**src/rtl/no_clock_frame_seq.sv**
```systemverilog
// Frame sequencer around a combinational memory datapath: loads a frame word by word,
// lets the datapath settle, captures its outputs in one cycle, then streams them out.
module no_clock_frame_seq #(
    parameter int WIDTH         = 8,
    parameter int DEPTH         = 10,
    parameter int SETTLE_CYCLES = 1
) (
    input  logic                     clk,
    input  logic                     rst,
    input  logic [WIDTH-1:0]         in_data,
    input  logic                     in_valid,
    output logic                     in_ready,
    output logic [WIDTH-1:0]         mem_out [0:DEPTH-1],
    input  logic [WIDTH-1:0]         res_in  [0:DEPTH-1],
    output logic [WIDTH-1:0]         out_data,
    output logic                     out_valid,
    input  logic                     out_ready,
    output logic [$clog2(DEPTH)-1:0] out_index,
    output logic                     busy,
    output logic                     done,
    output logic [15:0]              frame_count
);

    localparam int IDX_W = $clog2(DEPTH);
    localparam int CNT_W = (SETTLE_CYCLES > 1) ? $clog2(SETTLE_CYCLES) : 1;
    localparam logic [IDX_W-1:0] LAST_IDX    = IDX_W'(DEPTH - 1);
    localparam logic [CNT_W-1:0] SETTLE_LOAD = CNT_W'(SETTLE_CYCLES - 1);

    typedef enum logic [1:0] {
        LOAD   = 2'd0,
        SETTLE = 2'd1,
        UNLOAD = 2'd2
    } state_t;

    state_t             state;
    state_t             state_next;
    logic [IDX_W-1:0]   wr_idx;
    logic [IDX_W-1:0]   rd_idx;
    logic [CNT_W-1:0]   settle_cnt;
    logic [WIDTH-1:0]   result [0:DEPTH-1];

    logic               load_fire;
    logic               load_last;
    logic               capture;
    logic               unload_fire;
    logic               unload_last;

    always_ff @(posedge clk) begin
        if (rst) begin
            state <= LOAD;
        end else begin
            state <= state_next;
        end
    end

    // All outputs decode from registered state/indices so no handshake input leaks through.
    always_comb begin
        state_next  = state;
        in_ready    = 1'b0;
        out_valid   = 1'b0;
        busy        = 1'b0;
        load_fire   = 1'b0;
        load_last   = 1'b0;
        capture     = 1'b0;
        unload_fire = 1'b0;
        unload_last = 1'b0;
        out_data    = result[rd_idx];
        out_index   = rd_idx;

        unique case (state)
            LOAD: begin
                in_ready  = 1'b1;
                load_fire = in_valid;
                load_last = in_valid && (wr_idx == LAST_IDX);
                if (load_last) begin
                    state_next = SETTLE;
                end
            end
            SETTLE: begin
                busy    = 1'b1;
                capture = (settle_cnt == '0);
                if (capture) begin
                    state_next = UNLOAD;
                end
            end
            UNLOAD: begin
                busy        = 1'b1;
                out_valid   = 1'b1;
                unload_fire = out_ready;
                unload_last = out_ready && (rd_idx == LAST_IDX);
                if (unload_last) begin
                    state_next = LOAD;
                end
            end
            default: begin
                state_next = LOAD;
            end
        endcase
    end

    // Frame register; it keeps the previous frame until each slot is overwritten.
    always_ff @(posedge clk) begin
        if (rst) begin
            wr_idx     <= '0;
            settle_cnt <= '0;
            for (int i = 0; i < DEPTH; i++) begin
                mem_out[i] <= '0;
            end
        end else begin
            if (load_fire) begin
                mem_out[wr_idx] <= in_data;
                if (load_last) begin
                    wr_idx     <= '0;
                    settle_cnt <= SETTLE_LOAD;
                end else begin
                    wr_idx <= wr_idx + IDX_W'(1);
                end
            end else if (state == SETTLE && !capture) begin
                settle_cnt <= settle_cnt - CNT_W'(1);
            end
        end
    end

    always_ff @(posedge clk) begin
        if (rst) begin
            rd_idx <= '0;
            for (int i = 0; i < DEPTH; i++) begin
                result[i] <= '0;
            end
        end else begin
            if (capture) begin
                rd_idx <= '0;
                for (int i = 0; i < DEPTH; i++) begin
                    result[i] <= res_in[i];
                end
            end else if (unload_fire) begin
                if (unload_last) begin
                    rd_idx <= '0;
                end else begin
                    rd_idx <= rd_idx + IDX_W'(1);
                end
            end
        end
    end

    always_ff @(posedge clk) begin
        if (rst) begin
            done        <= 1'b0;
            frame_count <= '0;
        end else begin
            done <= unload_last;
            if (unload_last) begin
                frame_count <= frame_count + 16'd1;
            end
        end
    end

endmodule

```
**config.mk**
```make
export PLATFORM = sky130hd
export DESIGN_NAME = no_clock_frame_seq
export DESIGN_NICKNAME = d
export VERILOG_FILES = /design/src/rtl/no_clock_frame_seq.sv
export SDC_FILE = /design/constraint.sdc
export NUM_CORES = 1
export LEC_CHECK = 0
export ABC_AREA = 1
export CAP_MARGIN = 40
export CORE_ASPECT_RATIO = 0.5
export CORE_MARGIN = 2
export CORE_UTILIZATION = 35
export CTS_CLUSTER_DIAMETER = 80
export CTS_CLUSTER_SIZE = 40
export DETAILED_ROUTE_END_ITERATION = 8
export HOLD_SLACK_MARGIN = 0.06
export SLEW_MARGIN = 20
export SYNTH_ARGS = -nofsm -noshare
export SYNTH_HDL_FRONTEND = slang
export SYNTH_SLANG_ARGS = --single-unit
```
**constraint.sdc**
```tcl
create_clock -name clk -period 5.43 [get_ports clk]
set_clock_uncertainty 0.05 [all_clocks]
set_input_delay 1.629 -clock clk [delete_from_list [all_inputs] [get_ports clk]]
set_output_delay 1.629 -clock clk [all_outputs]
set_load 0.1 [all_outputs]
```
-- Word-level counts from Yosys, hierarchy flattened
Memory sizes are Yosys's and may differ from the RTL's. A register that Yosys moved wholly into a read port is not among the register bits.
Index checks and enable logic that the tools add are counted.
- shift-type cells: 0
- order comparisons: 2
- reductions and logical operators: 11
- bitwise gates (word level): 12
- div/mod/pow operators: 0
- mux-type cells: 37
- equality and inequality tests: 8
- add/sub/neg operators: 4
- $mul: 0
- operators by type and width (kind ; number):
    $mux 8 ; 11
    $bwmux 80 ; 1
    $demux 8 s4 ; 1
    $add 16x1->16 const B ; 1
    $mux 1 ; 16
    $mux 4 ; 4
    $or 1x1->1 ; 10
    $add 4x1->4 const B ; 2
    $eq 4x4->1 const B ; 2
    $mux 2 ; 3
    $ne 2x2->1 const B ; 3
    $pmux 2 s3 ; 1
    $ge 5x5->1 const B ; 1
    $lt 5x1->1 const B ; 1
    $not 4->5 ; 1
    $logic_and 1x1->1 ; 4
    $reduce_or 2->1 ; 2
    $reduce_and 3->1 ; 1
    $eq 2x1->1 const B ; 1
    $eq 2x2->1 const B ; 1
    $logic_not 2->1 ; 1
    $ne 2x1->1 const B ; 1
    $reduce_and 2->1 ; 1
    $reduce_bool 2->1 ; 1
    other kinds (3) ; 3
- input port bits: 92
- latch bits: 0
- memories kept: 1
- bits in registers: 108
- memory bits (writable): 80
- ROM bits: 0
- memories (name ; words ; width ; rd ports ; clocked after memory_dff ; write ports ; line ; source):
    result ; 10 ; 8 ; 1 ; 1 ; 10 ; 40 ; logic [WIDTH-1:0] result [0:DEPTH-1];

-- Longest topological paths before layout
Gate-level depths: netlist (run 1).
- depth in word-level cells: 6
- gate-level depth with buffers: 10
- depth with buffers taken out: 10

-- Worst setup path before layout (run 1)
OpenSTA, ideal clock, no wires.
- kind: input port to flip-flop
- from: input port rst
- to: memory result[0][0] (enable)
- data required time: 4.571 ns
- library setup time: 0.809 ns
- stages: 4
- path slack: 1.177 ns
- arrival: 3.394 ns
- path through: buf_2 > inv_2 > buf_2 > nand2_1
- RTL lines (what ; line ; source):
    from (decl) ; 9 ; input logic rst,
    to (decl) ; 40 ;

==> results of run 1 <==
critical path: stages (launching register included):
cell	delay, ns
dfxtp_2	0.76
o211ai_1	0.27
nand3_1	0.16
nand3_1	0.15
nand2_1	0.12
buf_4	0.29
per-stage QoR:
step,util [%],total power [mW]
CTS,57.3,4.48
global placement,45.7,2.96
global route,57.5,4.64
detailed placement,54.7,3.21
floorplan,-,2.65
finish,57.5,4.46
path summary, 6_finish.rpt:
kind                            slack (ns)                     from                  endpoint  cells past startpoint
worst max-delay path                  1.54                 register               out_data[6]                      5
worst max register to register        3.48    state[1]$_SDFFE_PP0P_  mem_out[41]$_SDFFE_PP0P_                      8
worst min-delay path                  0.44  mem_out[9]$_SDFFE_PP0P_   mem_out[9]$_SDFFE_PP0P_                      2
worst min register to register        0.44  mem_out[9]$_SDFFE_PP0P_   mem_out[9]$_SDFFE_PP0P_                      2
cells by family after synthesis:
family                     after synthesis  share of synthesized area (%)
AOI/OAI and AO/OA                      157                           10.3
xor gates and xnor gates                 2                          0.212
adders and majority gates               11                           1.66
buffers and inverters                  216                           10.1
DFF                                    192                           56.1
and+or+nand+nor                        438                           21.7
registers in the layout, summed over array words and instances, names as in the netlist, named ones only:
signal / count
done: 1
result: 80
out_index: 4
wr_idx: 4
state: 2
mem_out: 80
frame_count: 16
settle_cnt: 1
cell usage in the layout (no fill, tap or decap), types with 24 or more instances in the layout:
cell	instances
nand2_1	95
dfxtp_1	110
edfxtp_1	80
a21oi_1	28
o21ai_0	104
nor2_1	277
buf_8	66
clkdlybuf4s50_1	195
inv_1	169
o211ai_1	24
buf_16	40
nand3_1	36
area by class of cell:
class	count	area share [%]
clock buffer	24	3.98
clock inverter	8	0.567
inverter	174	4.93
multi-input combinational	608	21.2
sequential	192	35.1
tap	307	2.90
timing repair buffer	314	31.4
routing by layer:
metal	vias to the layer above	part of all wire, %
met5	-	0
met4	0	3.7
met3	63	4.9
met2	237	51
met1	3627	41
li1	3783	-
report_power, final:
group / total (mW) / switching (mW) / internal, mW
clock: 1.28 / 0.551 / 0.725
sequential: 1.77 / 0.0600 / 1.71
combinational: 1.41 / 0.932 / 0.480
total: 4.46 / 1.54 / 2.91
==> flow_summary.yaml, run 1 <==
sta:
  min_period_ns: 3.89
  setup_viol: 0
  fmax_mhz: 257
  timing.final.ws_setup_ns: 1.54
  rsz0062_at_grt: "false"
  maxSlewViolCount: 0
  whs_ns: 0.437
  finalHoldViolations: 0
  tightest_slew_ns: 0.680
  slew_headroom_pct: 54.6
  finalSetupTns_ns: 0
  final.period_utilization_pct: 71.6
run:
  cap_violations: 0
place:
  dp_slack_ns: 1.47
  gp_congestion: 0.806
  placedCellCount: 1593
  port_buffers: 203
  dpl_cell_area_um2: 12600
  dpl.hpwl_mm: 19.1
cts:
  postCtsSetupBuffers: 0
  cts_tree: "done"
  clock-sinks: 192
  clock_path_buffers: 2
  clk_pin_slew_ns: 0.07
  ctsHoldBuffers: 0
  cts-htree-levels: 4
  clockRootBuffer: "clkbuf_16"
  cts_made_buffers: 17
  cts.repair.resized: 0
  clock_latency_ns: 0.44
grt:
  grtUsageMet2_pct: 39.1
  grt_max_degree: 98
  grt.overflow.total: 0
  first_global_vias: 7892
  track_usage_pct: 21.7
  grtUsageMet1_pct: 24.8
  groute.layer.met3.usage_pct: 4.34
  grt_pass1_wl_mm: 41.6
  antenna_found_initial: 0
  grt-busiest-layer: "met2"
drt:
  wl_per_cell_um: 16.2
  vias: 7710
  vias_per_cell: 4.74
  detail_route.iter0.violations: 588
  dr.pass1.iters: 8
  final_antenna_net_count: 0
  drcViolationCount: 7
  totalWireLength_mm: 26.4
outcome:
  status: "finished, violations left"
  failed_checks: "design-rule violations"
cells_and_area:
  area_delta_synth_final_pct: 60.1
  multi_input_area_um2: 2810
  drive_above_1_share_pct: 12.9
  final-instance-count-excl-fill: 1627
  num-nets-final: 1410
  fillers: 1969
  ff_latch_area_um2: 4650
  fin_area_um2: 13200
  antenna_cells: 0
synth:
  ys_types: 27
  ys_seq_elements: 192
  async_flop_share_pct: 0
  synth_area_um2: 8280
  yosys.cell_count.top_type: "nor2_1"
  synth_edf_count: 80
  ys.flop_type: "dfxtp_1"
  synthTopCellsByCount: "nor2_1, inv_1, dfxtp_1"
  syn_nets: 1119
  yosys_warnings: 0
  synth_area_per_cell_um2: 8.15
  yosys-top-cells-area: "edfxtp_1, dfxtp_1, nor2_1"
  syn_inst: 1016
  synth_top_area_share_pct: 29.0
  synth_top_cell_by_area: "edfxtp_1"
  ys_seq_area_share_pct: 56.1
die:
  die_h_um: 113
  die-area_um2: 25000
  rows: 39
  core_um2: 23000
  ios: 204
  start_util_pct: 35.9
  die_w_um: 221
min_path:
  hold_path.class: "reg -> reg"
worst_setup_path:
  required_ns: 3.75
  worst_setup_path_start_kind: "register"
  arrival_ns: 2.21
  critPathKind: "reg -> out"
  crit_fanout: 32
  end_kind: "output pin"
power_and_ir_drop:
  leakagePower_nw: 5.50
  peakVddDrop_v: 0.000234
  p_per_area_nw_per_um2: 336
No activity file was read; power rests on OpenSTA's default activity.
==> run 2: changes to the inputs <==
==> constraint.sdc (replaced) <==
create_clock -name clk -period 4 [get_ports clk]
set_clock_uncertainty 0.05 [all_clocks]
set_input_delay 1.2 -clock clk [delete_from_list [all_inputs] [get_ports clk]]
set_output_delay 1.2 -clock clk [all_outputs]
set_load 0.1 [all_outputs]
==> run 2 against run 1 <==
Compared with the run above: the flow still finishes with violations (design-rule violations); power rose by 36%; sequential share of layout area grew 3.7 points; register-to-register slack got worse by 1.3 ns; design area down 9.6%; sequential power increased by 36%; utilization fell by 5.5 points; setup slack got worse by 0.97 ns; critical path type unchanged; highest routed layer unchanged.
==> flow_summary.yaml, run 2 (synthesis gave the netlist of run 1 again) <==
outcome:
  status: "finished, violations left"
  failed_checks: "design-rule violations"
cts:
  clock-sinks: 192
  ctsHoldBuffers: 0
  clock_latency_ns: 0.44
  clock_path_buffers: 2
  clk_pin_slew_ns: 0.07
  cts-htree-levels: 4
  postCtsSetupBuffers: 0
  cts.repair.resized: 0
  cts_made_buffers: 17
  clockRootBuffer: "clkbuf_16"
  cts_tree: "done"
drt:
  vias: 7252
  wl_per_cell_um: 14.9
  detail_route.iter0.violations: 475
  final_antenna_net_count: 0
  totalWireLength_mm: 23.4
  dr.pass1.iters: 6
  drcViolationCount: 7
  vias_per_cell: 4.62
power_and_ir_drop:
  finalPower_mw: 6.04
  leakagePower_nw: 5.11
  p_per_area_nw_per_um2: 504
  peakVddDrop_v: 0.000259
grt:
  grt_max_degree: 97
  first_global_vias: 7189
  antenna_found_initial: 0
  grt.overflow.total: 0
  grt_pass1_wl_mm: 37.5
  track_usage_pct: 19.2
worst_setup_path:
  crit_fanout: 21
  worst_setup_path_start_kind: "register"
  required_ns: 2.75
  arrival_ns: 2.18
  critPathKind: "reg -> out"
  end_kind: "output pin"
sta:
  rsz0062_at_grt: "false"
  min_period_ns: 3.43
  fmax_mhz: 292
  tightest_slew_ns: 0.850
  finalHoldViolations: 0
  setup_viol: 0
  maxSlewViolCount: 0
  final.period_utilization_pct: 85.8
  finalSetupTns_ns: 0
  slew_headroom_pct: 43.4
die:
  ios: 204
  rows: 39
  die-area_um2: 25000
  die_h_um: 113
  core_um2: 23000
  start_util_pct: 35.9
  die_w_um: 221
cells_and_area:
  reg_top3: "mem_out: 80 flops, result: 80 flops, frame_count: 16 flops"
  num-nets-final: 1354
  area_delta_synth_final_pct: 44.7
  drive_above_1_share_pct: 13.1
  layout_commonest_cell: "nor2_1"
  antenna_cells: 0
  layout_common_cells: "nor2_1, inv_1, clkdlybuf4s50_1, dfxtp_1, o21ai_0"
  final-instance-count-excl-fill: 1571
place:
  placedCellCount: 1539
  port_buffers: 203
  gp_congestion: 0.821
  dpl.hpwl_mm: 16.6
run:
  cap_violations: 0
min_path:
  hold_path.class: "reg -> reg"
## run 2: through the flow
stage / utilization [%] / instance area [um2] / hold slack (ns) / worst slack, ns
6_report: 52.0 / 12000 / 0.432 / 0.570
5_1_grt: 52.0 / 12000 / 0.458 / 0.375
4_1_cts: 52.0 / 12000 / 0.438 / 0.489
3_5_place_dp: 49.1 / 11300 / 0.422 / 0.694
3_3_place_gp: 45.8 / 10500 / 0.419 / 0.797
2_1_floorplan: - / 8280 / 0.407 / 0.176
## run 2: critical path: stages (launching register included)
cell	delay, ns
dfxtp_1	0.62
buf_4	0.37
a21oi_1	0.06
o21ai_0	0.10
nand3_1	0.10
nand3_1	0.18
nand2_1	0.12
buf_12	0.18
## run 2: report_power, final
part	internal [mW]	leakage (nW)	switching (mW)
Sequential	2.32	1.75	0.0858
Combinational	0.515	3.03	1.23
Clock	1.15	0.329	0.746
Total	3.98	5.11	2.06
## run 2: layer usage
metal  track usage [%]  vias up  wire [um]
met4              6.67        0        524
li1                  -     3672          -
met5                 0        -          0
met1              23.3     3406      10300
met2              32.8      142      11400
met3              5.76       32       1270
## run 2: final timing paths
path | from | end | slack, ns | depth (start not counted)
max | register | out_data[6] | 0.57 | 7
min | mem_out[77]$_SDFFE_PP0P_ | mem_out[77]$_SDFFE_PP0P_ | 0.43 | 2
max reg2reg | state[1]$_SDFFE_PP0P_ | mem_out[2]$_SDFFE_PP0P_ | 2.14 | 8
min reg2reg | mem_out[77]$_SDFFE_PP0P_ | mem_out[77]$_SDFFE_PP0P_ | 0.43 | 2
## run 2: cell type report
type,count,area [um2]
fill,2133,11100
timing repair buffer,258,2820
tap,307,384
clock inverter,7,114
sequential,192,4650
multi-input combinational,608,2810
inverter,174,653
clock buffer,25,549
==> run 3: changes to the inputs <==
--- a/config.mk
+++ b/config.mk
@@ -5,11 +5,12 @@
 export SDC_FILE = /design/constraint.sdc
 export NUM_CORES = 1
 export LEC_CHECK = 0
-export ABC_AREA = 1
+export ABC_AREA = 0
 export CAP_MARGIN = 40
 export CORE_ASPECT_RATIO = 0.5
 export CORE_MARGIN = 2
 export CORE_UTILIZATION = 35
+export CTS_BUF_LIST = sky130_fd_sc_hd__clkbuf_4
 export CTS_CLUSTER_DIAMETER = 80
 export CTS_CLUSTER_SIZE = 40
 export DETAILED_ROUTE_END_ITERATION = 8
==> run 3 against run 2 <==
Compared with the run above: the run now ends clean; design area shrank 5.8%; sequential cell count is the same; synthesized cell count shrank 26%; largest power group unchanged; highest routed layer unchanged.
==> flow_summary.yaml, run 3 <==
cells_and_area:
  drive_above_1_share_pct: 17.7
  layout_commonest_cell: "clkdlybuf4s50_1"
  reg_top3: "mem_out: 80 flops, result: 80 flops, frame_count: 16 flops"
  fin_area_um2: 11300
  num-nets-final: 1082
  area_delta_synth_final_pct: 42.3
  layout_common_cells: "clkdlybuf4s50_1, dfxtp_1, nand2_1, a21oi_1, and2_1"
sta:
  finalHoldViolations: 0
  slew_headroom_pct: 47.9
  final.period_utilization_pct: 93.0
  maxSlewViolCount: 0
  fmax_mhz: 269
  min_period_ns: 3.72
  tightest_slew_ns: 0.780
  rsz0062_at_grt: "false"
  setup_viol: 0
  finalSetupTns_ns: 0
synth:
  ys_types: 39
  synth-xor-area-share_pct: 1.33
  synthMuxAreaShare_pct: 5.81
  ys.flop_type: "dfxtp_1"
  syn_nets: 858
  yosys_warnings: 0
  synth_top_area_share_pct: 30.3
  synth-simple-area-share_pct: 21.7
  ys_seq_elements: 192
  synth_area_per_cell_um2: 10.5
  synth_area_um2: 7930
  async_flop_share_pct: 0
  synthAdderAreaFrac_pct: 1.74
  yosys.cell_count.top_type: "dfxtp_1"
  synth_top_family_by_area: "simple AND/OR/NAND/NOR gates"
  synth_edf_count: 80
  synth_top_cell_by_area: "edfxtp_1"
  ys_seq_area_share_pct: 58.6
  synthTopCellsByCount: "dfxtp_1, nand2_1, a21oi_1"
  yosys-top-cells-area: "edfxtp_1, dfxtp_1, and2_1"
  synth_compound_area_share_pct: 7.61
  syn_inst: 755
drt:
  drcViolationCount: 0
  dr.pass1.iters: 5
  vias: 6346
  totalWireLength_mm: 22.3
  vias_per_cell: 4.91
  final_antenna_net_count: 0
  wl_per_cell_um: 17.3
  detail_route.iter0.violations: 462
cts:
  cts.repair.resized: 0
  postCtsSetupBuffers: 0
  clock-sinks: 192
  cts_tree: "done"
  cts_made_buffers: 17
  ctsHoldBuffers: 0
  clockRootBuffer: "clkbuf_4"
  clock_latency_ns: 0.57
  cts-htree-levels: 4
  clk_pin_slew_ns: 0.16
  clock_path_buffers: 2
die:
  core_um2: 22000
  die-area_um2: 23900
  ios: 204
  die_h_um: 110
  die_w_um: 217
  rows: 38
  start_util_pct: 36.1
grt:
  antenna_found_initial: 1
  groute.layer.met3.usage_pct: 3.83
  grt_max_degree: 81
  grt_pass1_wl_mm: 34.3
  grtUsageMet1_pct: 24.0
  grtUsageMet2_pct: 30.8
  first_global_vias: 6238
  grt.overflow.total: 0
  grt-busiest-layer: "met2"
  track_usage_pct: 18.6
power_and_ir_drop:
  leakagePower_nw: 4.17
  peakVddDrop_v: 0.000166
  p_per_area_nw_per_um2: 321
worst_setup_path:
  crit_fanout: 14
  end_kind: "output pin"
  required_ns: 2.75
  worst_setup_path_start_kind: "register"
  reg2reg_depth: 6
  r2r_start: "wr_idx[1]$_SDFFE_PP0P_"
  arrival_ns: 2.47
  critPathKind: "reg -> out"
  r2r_slack_ns: 1.65
min_path:
  min_path_cells: 2
  hold_path.class: "reg -> reg"
  hold_start: "mem_out[16]$_SDFFE_PP0P_"
place:
  gp_congestion: 0.754
  dpl.hpwl_mm: 15.4
  dpl_cell_area_um2: 11000
  port_buffers: 203
run:
  cap_violations: 0
outcome:
  status: "finished clean"
## run 3: cell types whose count changed in the layout (fill, tap and decap cells not counted), moves of 10 or more
cell,change
a21oi_1,+55
nor2_1,-250
and2_1,+81
mux4_2,+16
inv_1,-161
o211ai_1,-16
nand3_1,+38
o21ai_0,-97
nand2_1,+12
mux2i_1,+10
clkbuf_4,+17
clkbuf_16,-20
## run 3: per-layer routing
metal | up-vias | wire [um]
li1 | 3089 | -
met1 | 3058 | 9820
met2 | 167 | 11000
met3 | 32 | 1060
met4 | 0 | 482
met5 | - | 0
## run 3: layout make-up
type,instances,area [um2]
Fill cell,1947,10700
Timing Repair Buffer,263,2860
Sequential cell,192,4650
Clock inverter,15,181
Inverter,8,30.0
Antenna cell,1,2.50
Tap cell,300,375
Clock buffer,17,128
Multi-Input combinational cell,497,3060
## run 3: cells by family after synthesis
| group | Yosys count |
|---|---|
| buffers and inverters | 66 |
| and+or+nand+nor | 338 |
| DFF | 192 |
| muxes | 26 |
| adders and majority gates | 11 |
| xor gates and xnor gates | 12 |
| AOI/OAI and AO/OA | 110 |
## run 3: stage by stage
step           setup WS, ns  total power [mW]  hold WS [ns]  std cells  utilization (%)
6_report              0.282              3.62         0.416       1293             51.3
5_1_grt              0.0770              3.75         0.435       1293             51.3
4_1_cts              0.0556              3.66         0.412       1292             51.3
3_5_place_dp          0.735              2.50         0.391       1260             49.9
3_3_place_gp          0.752              2.48         0.390       1207             46.1
2_1_floorplan        0.0430              2.32         0.372        755                -
## run 3: where the power goes
part           total [mW]  switching [mW]  internal (mW)
Combinational       0.370           0.223          0.147
Sequential           2.09          0.0152           2.07
Clock                1.16           0.718          0.444
Total                3.62           0.957           2.67
## run 3: path summary, 6_finish.rpt
kind	end
min reg2reg	mem_out[16]$_SDFFE_PP0P_
max	out_data[7]
max reg2reg	state[0]$_SDFFE_PP0P_
min	mem_out[16]$_SDFFE_PP0P_
## run 3: worst max-delay path, cell delays in order (launching register included)
cell     delay [ns]
dfxtp_1        0.82
buf_4          0.26
mux4_2         0.30
a22oi_1        0.19
nand2_1        0.08
buf_4          0.24
